<file path="config.mk">
export PLATFORM = sky130hd
export DESIGN_NAME = dmem_arbiter
export DESIGN_NICKNAME = d
export VERILOG_FILES = /design/src/rtl/dmem_arb_pkg.sv /design/src/rtl/dmem_arbiter_limit_counter.sv /design/src/rtl/dmem_arbiter.sv
export SDC_FILE = /design/constraint.sdc
export NUM_CORES = 1
export LEC_CHECK = 0
export BUFFER_PORTS_ARGS = -buffer_cell sky130_fd_sc_hd__buf_2
export CAP_MARGIN = 0
export CORE_MARGIN = 8
export CORE_UTILIZATION = 35
export CTS_BUF_LIST = sky130_fd_sc_hd__clkbuf_2
export CTS_CLUSTER_DIAMETER = 30
export DETAILED_ROUTE_END_ITERATION = 10
export PLACE_DENSITY = 0.65
export SYNTH_ARGS = -nofsm -noshare
export SYNTH_HDL_FRONTEND = slang
export SYNTH_SLANG_ARGS = --single-unit
</file>
<file path="constraint.sdc">
create_clock -name clk -period 1.5 [get_ports clk]
set_input_delay 0.15 -clock clk [delete_from_list [all_inputs] [get_ports clk]]
set_output_delay 0.15 -clock clk [all_outputs]
set_load 0.03 [all_outputs]
</file>
<file path="src/rtl/dmem_arb_pkg.sv">
// Shared types and sizing helpers for the data-memory arbiter.
package dmem_arb_pkg;

  typedef enum logic {
    P_CPU = 1'b0,
    P_DMA = 1'b1
  } pri_e;

  typedef enum logic [1:0] {
    T_NONE = 2'd0,
    T_CPU  = 2'd1,
    T_DMA  = 2'd2
  } rd_tag_e;

  // Width able to hold 0..limit, so a counter can never wrap before it is cleared.
  function automatic int cnt_width(input int limit);
    return (limit < 1) ? 1 : $clog2(limit + 1);
  endfunction

endpackage

</file>
<file path="src/rtl/dmem_arbiter_limit_counter.sv">
// Saturating up-counter with synchronous clear and a terminal-count flag at LIMIT-1.
module arb_limit_counter
  import dmem_arb_pkg::*;
#(
  parameter int LIMIT = 4
) (
  input  logic clk,
  input  logic reset,
  input  logic clr,
  input  logic inc,
  output logic tc
);

  localparam int W = cnt_width(LIMIT);

  logic [W-1:0] cnt_q, cnt_d;

  always_comb begin
    cnt_d = cnt_q;
    if (clr) begin
      cnt_d = '0;
    end else if (inc && (cnt_q != W'(LIMIT))) begin
      cnt_d = cnt_q + 1'b1;
    end
  end

  assign tc = (cnt_q == W'(LIMIT - 1));

  always_ff @(posedge clk) begin
    if (!reset) begin
      cnt_q <= '0;
    end else begin
      cnt_q <= cnt_d;
    end
  end

endmodule

</file>
<file path="src/rtl/dmem_arbiter.sv">
// Arbitrates the single-port data RAM between the CPU MEM stage and a DMA port,
// with a starvation guard for DMA and a burst cap that hands priority back to the CPU.
module dmem_arbiter
  import dmem_arb_pkg::*;
#(
  parameter int ADDR_W       = 8,
  parameter int DATA_W       = 32,
  parameter int STARVE_LIMIT = 4,
  parameter int BURST_MAX    = 8
) (
  input  logic              clk,
  input  logic              reset,
  input  logic              cpu_req,
  input  logic              cpu_we,
  input  logic [ADDR_W-1:0] cpu_addr,
  input  logic [DATA_W-1:0] cpu_wdata,
  output logic              cpu_stall,
  output logic              cpu_rvalid,
  output logic [DATA_W-1:0] cpu_rdata,
  input  logic              dma_req,
  input  logic              dma_we,
  input  logic [ADDR_W-1:0] dma_addr,
  input  logic [DATA_W-1:0] dma_wdata,
  output logic              dma_gnt,
  output logic              dma_rvalid,
  output logic [DATA_W-1:0] dma_rdata,
  output logic              mem_en,
  output logic              mem_we,
  output logic [ADDR_W-1:0] mem_addr,
  output logic [DATA_W-1:0] mem_wdata,
  input  logic [DATA_W-1:0] mem_rdata
);

  pri_e              pri_q, pri_d;
  rd_tag_e           rd_tag_q, rd_tag_d;
  logic [DATA_W-1:0] cpu_rdata_q, cpu_rdata_d;
  logic [DATA_W-1:0] dma_rdata_q, dma_rdata_d;

  logic cpu_win, dma_win, contested;
  logic win_inc, win_clr, win_tc;
  logic beat_inc, beat_clr, beat_tc;

  // Grants are suppressed while reset is held so no access slips through.
  always_comb begin
    contested = cpu_req & dma_req;
    cpu_win   = reset & cpu_req & (~dma_req | (pri_q == P_CPU));
    dma_win   = reset & dma_req & (~cpu_req | (pri_q == P_DMA));
  end

  assign cpu_stall = cpu_req & ~cpu_win;
  assign dma_gnt   = dma_win;

  always_comb begin
    mem_en    = cpu_win | dma_win;
    mem_we    = 1'b0;
    mem_addr  = cpu_addr;
    mem_wdata = cpu_wdata;
    if (cpu_win) begin
      mem_we = cpu_we;
    end else if (dma_win) begin
      mem_we    = dma_we;
      mem_addr  = dma_addr;
      mem_wdata = dma_wdata;
    end
  end

  always_comb begin
    pri_d    = pri_q;
    win_inc  = 1'b0;
    win_clr  = 1'b0;
    beat_inc = 1'b0;
    beat_clr = 1'b0;
    if (pri_q == P_CPU) begin
      if (contested) begin
        win_inc = 1'b1;
        if (win_tc) begin
          pri_d    = P_DMA;
          win_clr  = 1'b1;
          beat_clr = 1'b1;
        end
      end else if (!dma_req) begin
        win_clr = 1'b1;
      end
    end else begin
      win_clr  = 1'b1;
      beat_inc = dma_gnt;
      if (!dma_req || (dma_gnt && beat_tc)) begin
        pri_d    = P_CPU;
        beat_clr = 1'b1;
      end
    end
  end

  arb_limit_counter #(.LIMIT(STARVE_LIMIT)) u_win_cnt (
    .clk   (clk),
    .reset (reset),
    .clr   (win_clr),
    .inc   (win_inc),
    .tc    (win_tc)
  );

  arb_limit_counter #(.LIMIT(BURST_MAX)) u_beat_cnt (
    .clk   (clk),
    .reset (reset),
    .clr   (beat_clr),
    .inc   (beat_inc),
    .tc    (beat_tc)
  );

  // The tag remembers who owns the read now in flight inside the RAM.
  always_comb begin
    rd_tag_d = T_NONE;
    if (cpu_win && !cpu_we) begin
      rd_tag_d = T_CPU;
    end else if (dma_win && !dma_we) begin
      rd_tag_d = T_DMA;
    end
    cpu_rdata_d = (rd_tag_q == T_CPU) ? mem_rdata : cpu_rdata_q;
    dma_rdata_d = (rd_tag_q == T_DMA) ? mem_rdata : dma_rdata_q;
  end

  assign cpu_rvalid = reset & (rd_tag_q == T_CPU);
  assign dma_rvalid = reset & (rd_tag_q == T_DMA);
  assign cpu_rdata  = cpu_rvalid ? mem_rdata : cpu_rdata_q;
  assign dma_rdata  = dma_rvalid ? mem_rdata : dma_rdata_q;

  always_ff @(posedge clk) begin
    if (!reset) begin
      pri_q       <= P_CPU;
      rd_tag_q    <= T_NONE;
      cpu_rdata_q <= '0;
      dma_rdata_q <= '0;
    end else begin
      pri_q       <= pri_d;
      rd_tag_q    <= rd_tag_d;
      cpu_rdata_q <= cpu_rdata_d;
      dma_rdata_q <= dma_rdata_d;
    end
  end

endmodule

</file>
==> flow_metrics.py, run 1 <==
metrics = {
    "worst_setup_path": {
        "crit_type": "reg -> out",
        "crit_fanout": 6,
        "start_kind": "register",
        "crit_arrival_ns": 1.98,
        "crit_chain": "inv_2 -> a21oi_4 -> buf_6 -> buf_12 -> mux2_4 -> buf_6",
        "required_ns": 1.35,
        "crit_top_cell": "buf_6",
        "r2r_cells": 4,
        "critPathBufInv": 4,
        "rr_endpoint": "u_beat_cnt.cnt_q[2]",
        "crit_path_max_incr_delay_ns": 0.39,
        "reg2reg_slack_ns": 0.05,
        "end_kind": "output pin",
        "r2r_start": "u_beat_cnt.cnt_q[0]",
        "cp_slowest_cell": "dfxtp_2",
        "cp_top_family": "buffers and inverters",
    },
    "place": {
        "place_inst": 705,
        "dp_hpwl_um": 10690,
        "io_buffers": 227,
        "finalWeightedCongestion": 0.8528,
        "place_ws_ns": -0.1270,
    },
    "synth": {
        "synth_edf_count": 0,
        "async_flop_share": 0,
        "synth_top_area_frac": 0.3733,
        "synth.avg_cell_area_sq_um": 11.78,
        "syn_inst": 337,
        "yosysSeqAreaShare": 0.3733,
        "synthTopCellsByCount": "dfxtp_1 (74), mux2_2 (68), a22o_1 (64)",
        "ys_ff_latch": 74,
        "syn-cell-area_sq_mm": 0.003969,
        "yosysWarnings": 0,
        "synth_nets": 460,
        "yosysMostFrequentCell": "dfxtp_1",
        "synth_cell_types": 39,
        "synth_top_area_cell": "dfxtp_1",
        "yosys-top-cells-area": "dfxtp_1 (37%), mux2_2 (19%), a22o_1 (14%), mux2_4 (6.4%), mux2_1 (5.4%)",
        "ys.flop_type": "dfxtp_1",
    },
    "floorplan": {
        "coreArea_sq_mm": 0.01122,
        "pin_count": 228,
        "die_area_sq_mm": 0.01500,
        "row_count": 39,
        "chipWidth_um": 122.5,
        "die_h_um": 122.5,
        "start_util": 0.3536,
    },
    "clocking": {
        "clock_latency_ns": 0.53,
        "clockBufferDepth": 2,
        "root_buffer": "clkbuf_2",
        "cts_htree_levels": 3,
        "clk_pin_slew_worst_paths_ns": 0.21,
        "cts_tree": "done",
        "cts_buffers": 9,
        "cts.sinks": 74,
    },
    "timing": {
        "fin_crit_ns": 2.128,
        "relSlewSlack": 0.7928,
        "hold_viol": 0,
        "worst_slack_ns": -0.6276,
        "fmax_mhz": 470.0,
        "final_max_slew_viol_count": 0,
        "tightestPinTransition_ns": 0.3098,
        "whs_ns": 0.1106,
        "setup_viol": 109,
        "period_share": 1.418,
        "tns_ns": -59.52,
        "rsz0062_at_grt": "true",
        "skew_ns": 0.02128,
    },
    "pwr": {
        "power_density_mw_per_mm2": 645.4,
        "p_leak_nw": 3.449,
        "ir_drop_uv": 424.2,
    },
    "layout": {
        "fin_nets": 772,
        "areaGrowthSynthToFinish_pct": 84.11,
        "n_antenna_cell": 0,
        "finish.utilization": 0.6511,
        "drive_above_1_share": 0.6468,
        "stdcell_count": 797,
    },
    "route": {
        "wl_met3_um": 1329,
        "wl_um": 17190,
        "wl_met2_um": 8715,
        "drc": 0,
        "postRouteAntennaNets": 0,
        "highest_layer": "met4",
        "wl_per_cell_um": 21.57,
        "drtIter0Drc": 218,
        "firstDrtPassIters": 5,
        "vias": 4130,
        "wl_met1_um": 6157,
        "viasPerCell": 5.182,
    },
    "run": {
        "maxCapViolCount": 0,
    },
    "run_status": {
        "violations": "setup timing",
        "status": "finished, violations left",
    },
    "min_path": {
        "hp-start": "reset",
        "min_delay_path_depth": 4,
        "holdCritPathClass": "in -> reg",
        "hold-path-endpoint": "u_beat_cnt.cnt_q[3]",
    },
    "global_route": {
        "antenna_found_initial": 0,
        "grt_pass1_vias": 4513,
        "grt_pass1_wl_um": 24500,
        "grt.overflow.total": 0,
        "grtUsageTotal": 0.2138,
        "grt_max_degree": 33,
    },
}
==> placed cells by master (no fill, tap or decap), types with 4 or more instances in the layout <==
| cell type | instances |
|---|---|
| a22o_1 | 64 |
| buf_12 | 10 |
| buf_16 | 6 |
| buf_2 | 120 |
| buf_4 | 48 |
| buf_6 | 102 |
| buf_8 | 4 |
| clkbuf_2 | 11 |
| dfxtp_1 | 71 |
| dlygate4sd3_1 | 35 |
| ha_1 | 5 |
| inv_1 | 5 |
| mux2_1 | 15 |
| mux2_2 | 10 |
| mux2_4 | 79 |
| nand3_1 | 6 |
| o21ai_0 | 6 |
==> report_power, final <==
part / total [W] / switching (W) / internal, W
clock: 0.00111 / 0.000716 / 0.000393
sequential: 0.00205 / 0.0000284 / 0.00202
combinational: 0.00156 / 0.000755 / 0.000805
==> timing repair <==
item | 4_1_cts | 5_1_grt
gates cloned | 11 | 3
buffers inserted | 31 | 14
endpoints found under the setup margin | 109 | 118
resized for setup | 240 | 77
hold endpoints to repair | 67 | 0
hold buffers | 35 | 0
pin swaps | 3 | 3
==> worst min-delay path, stage by stage <==
cell and delay (ns):
buf_2 0.15, inv_2 0.09, buf_4 0.17, a211oi_2 0.05
==> stage by stage <==
| stage | total power, W | area [sq um] |
|---|---|---|
| final | 0.004716 | 7307 |
| after global placement | 0.003146 | 5311 |
| after detailed placement | 0.003160 | 5311 |
| after floorplan | 0.002732 | 3969 |
| after global routing | 0.004921 | 7307 |
| after CTS | 0.004680 | 7089 |
==> sequential cells by signal, summed over array words and instances (netlist names) <==
name,flops
dma_rdata_q,32
pri_q,1
cpu_rdata_q,32
rd_tag_q,2
u_beat_cnt.cnt_q,4
u_win_cnt.cnt_q,3
==> cells by family after synthesis <==
family | count (synthesis) | share of synthesized area
multiplexers | 104 | 0.3112
adder cells (fa/ha/maj) | 5 | 0.01576
flip-flops | 74 | 0.3733
buffers and inverters | 36 | 0.06652
AND/OR/NAND/NOR | 33 | 0.05675
AO/OA/AOI/OAI | 85 | 0.1765
==> worst max-delay path by stage <==
stage,cells after the start,end,start
global route,5,dma_rdata[18],rd_tag_q[0]
CTS,7,cpu_rdata[16],rd_tag_q[1]
global placement,6,dma_rdata[8],reset
finish,6,mem_wdata[25],pri_q
floorplan,4,dma_rdata[14],rd_tag_q[0]
detailed placement,6,dma_rdata[1],reset
==> routing by layer <==
metal,up-vias,GRT usage
met5,-,0
met4,0,0.1424
met3,38,0.06854
met2,198,0.3779
met1,1983,0.2122
li1,1911,-
==> cell type report <==
| class | instances | area, sq um |
|---|---|---|
| clock inverter | 5 | 55.05 |
| inverter | 8 | 30.03 |
| clock buffer | 11 | 55.05 |
| sequential | 74 | 1488 |
| timing repair buffer | 329 | 2993 |
| tap | 143 | 178.9 |
| fill | 782 | 3916 |
| multi-input combinational | 227 | 2507 |
(Power assumes the default switching activity.)
==> run 2, diff against run 1 <==
==> constraint.sdc (replaced) <==
create_clock -name clk -period 1.5 [get_ports clk]
set_input_delay 0.15 -clock clk [delete_from_list [all_inputs] [get_ports clk]]
set_output_delay 0.15 -clock clk [all_outputs]
set_load 0.02 [all_outputs]
==> flow_metrics.py, run 2 (same netlist as run 1, synthesis figures left out) <==
metrics = {
    "run_status": {
        "status": "finished, violations left",
        "violations": "setup timing",
    },
    "global_route": {
        "grt.overflow.total": 0,
        "grt_max_degree": 33,
        "grt_pass1_vias": 4393,
        "grtUsageTotal": 0.2039,
        "grt_pass1_wl_um": 23480,
        "antenna_found_initial": 0,
    },
    "route": {
        "highest_layer": "met4",
        "wl_met2_um": 8258,
        "drtIter0Drc": 186,
        "wl_per_cell_um": 20.63,
        "drc": 0,
        "firstDrtPassIters": 6,
        "wl_um": 16510,
        "vias": 4092,
        "viasPerCell": 5.115,
        "wl_met1_um": 5746,
        "wl_met3_um": 1550,
        "postRouteAntennaNets": 0,
    },
    "place": {
        "dp_hpwl_um": 10690,
        "placed_cell_area_sq_mm": 0.005311,
        "finalWeightedCongestion": 0.8528,
        "place_ws_ns": -0.1083,
        "io_buffers": 227,
    },
    "timing": {
        "fin_crit_ns": 2.111,
        "skew_ns": 0.01335,
        "tightestPinTransition_ns": 0.3078,
        "hold_viol": 0,
        "relSlewSlack": 0.7941,
        "period_share": 1.408,
        "tns_ns": -58.30,
        "final_max_slew_viol_count": 0,
        "fmax_mhz": 473.6,
        "whs_ns": 0.1107,
        "worst_slack_ns": -0.6115,
        "rsz0062_at_grt": "true",
        "setup_viol": 109,
    },
    "layout": {
        "areaGrowthSynthToFinish_pct": 79.19,
        "multi_input_area_sq_mm": 0.002451,
        "fin_nets": 775,
        "largestRegisters": "cpu_rdata_q x32, dma_rdata_q x32, u_beat_cnt.cnt_q x4",
        "stdcell_area_sq_mm": 0.007112,
        "regArea_sq_mm": 0.001488,
        "most-common-layout-cells": "buf_2 (151), buf_6 (81), dfxtp_1 (71), mux2_4 (64), a22o_1 (64)",
        "final_common_cell": "buf_2",
        "fillers": 844,
        "drive_above_1_share": 0.6469,
        "finish.utilization": 0.6337,
        "n_antenna_cell": 0,
    },
    "worst_setup_path": {
        "required_ns": 1.35,
        "crit_chain": "inv_2 -> a21oi_4 -> buf_12 -> buf_12 -> buf_16 -> mux2_4 -> buf_6",
        "crit_top_cell": "buf_12",
        "cp_slowest_cell": "dfxtp_2",
        "crit_type": "reg -> out",
        "start_kind": "register",
        "crit_arrival_ns": 1.96,
        "crit_fanout": 6,
        "end_kind": "output pin",
        "crit_path_max_incr_delay_ns": 0.39,
    },
    "floorplan": {
        "coreArea_sq_mm": 0.01122,
        "row_count": 39,
        "die_h_um": 122.5,
        "start_util": 0.3536,
        "chipWidth_um": 122.5,
        "die_area_sq_mm": 0.01500,
        "pin_count": 228,
    },
    "min_path": {
        "holdCritPathClass": "in -> reg",
    },
    "clocking": {
        "cts_tree": "done",
        "clock_latency_ns": 0.53,
        "root_buffer": "clkbuf_2",
        "cts.sinks": 74,
        "clk_pin_slew_worst_paths_ns": 0.21,
        "clockBufferDepth": 2,
        "cts_buffers": 9,
        "cts_htree_levels": 3,
    },
    "pwr": {
        "power_density_mw_per_mm2": 638.4,
        "ir_drop_uv": 400.0,
        "p_leak_nw": 3.428,
    },
    "run": {
        "maxCapViolCount": 0,
    },
}
==> run 2: cell types whose count changed in the layout (fill, tap and decap cells not counted), sizes merged <==
cell / previous run / this run
clkbuf: 14 / 16
buf: 290 / 291
==> run 2: path summary, 6_finish.rpt <==
kind | slack [ns] | end | cells past startpoint | startpoint
max | -0.61 | mem_addr[2] | 7 | pri_q
min | 0.11 | u_beat_cnt.cnt_q[3] | 4 | reset
max reg2reg | 0.03 | cpu_rdata_q[24] | 7 | rd_tag_q[0]
min reg2reg | 0.50 | dma_rdata_q[24] | 1 | dma_rdata_q[24]
==> run 2: layer usage <==
metal	track usage	vias up
li1	-	1913
met1	0.2013	1924
met2	0.3608	216
met3	0.07406	39
met4	0.1234	0
met5	0	-
==> run 2: power breakdown <==
group | total, W | internal, W | leakage [nW] | switching, W
registers | 0.00205 | 0.00202 | 0.601 | 0.0000270
logic | 0.00139 | 0.000766 | 2.76 | 0.000627
clock network | 0.00110 | 0.000393 | 0.0696 | 0.000709
==> run 2: repair_timing <==
action                                  in CTS  in global routing
gates resized for setup                    134                112
setup buffers                               28                 18
endpoints found under the hold margin       67                  0
hold buffers                                35                  0
cloned                                       7                  6
pin swaps                                    3                  6
endpoints found under the setup margin     109                114
==> run 2: area by class of cell <==
| cell class | count | share of cell area |
|---|---|---|
| clock inverter | 5 | 0.007741 |
| timing repair buffer | 332 | 0.4013 |
| sequential | 74 | 0.2092 |
| clock buffer | 11 | 0.007741 |
| inverter | 8 | 0.004222 |
| multi-input combinational | 227 | 0.3447 |
| tap | 143 | 0.02516 |
==> run 2: critical path: cells and delay by family (launching register included) <==
family	cells	cell delay, ns
DFF	1	0.39
buffers and inverters	5	0.56
muxes	1	0.31
AOI/OAI and AO/OA	1	0.16
==> run 2: stage by stage <==
stage | std cells | total power, W
2_1_floorplan | 337 | 0.002614
3_3_place_gp | 705 | 0.003030
3_5_place_dp | 705 | 0.003044
4_1_cts | 790 | 0.004426
5_1_grt | 800 | 0.004768
6_report | 800 | 0.004540
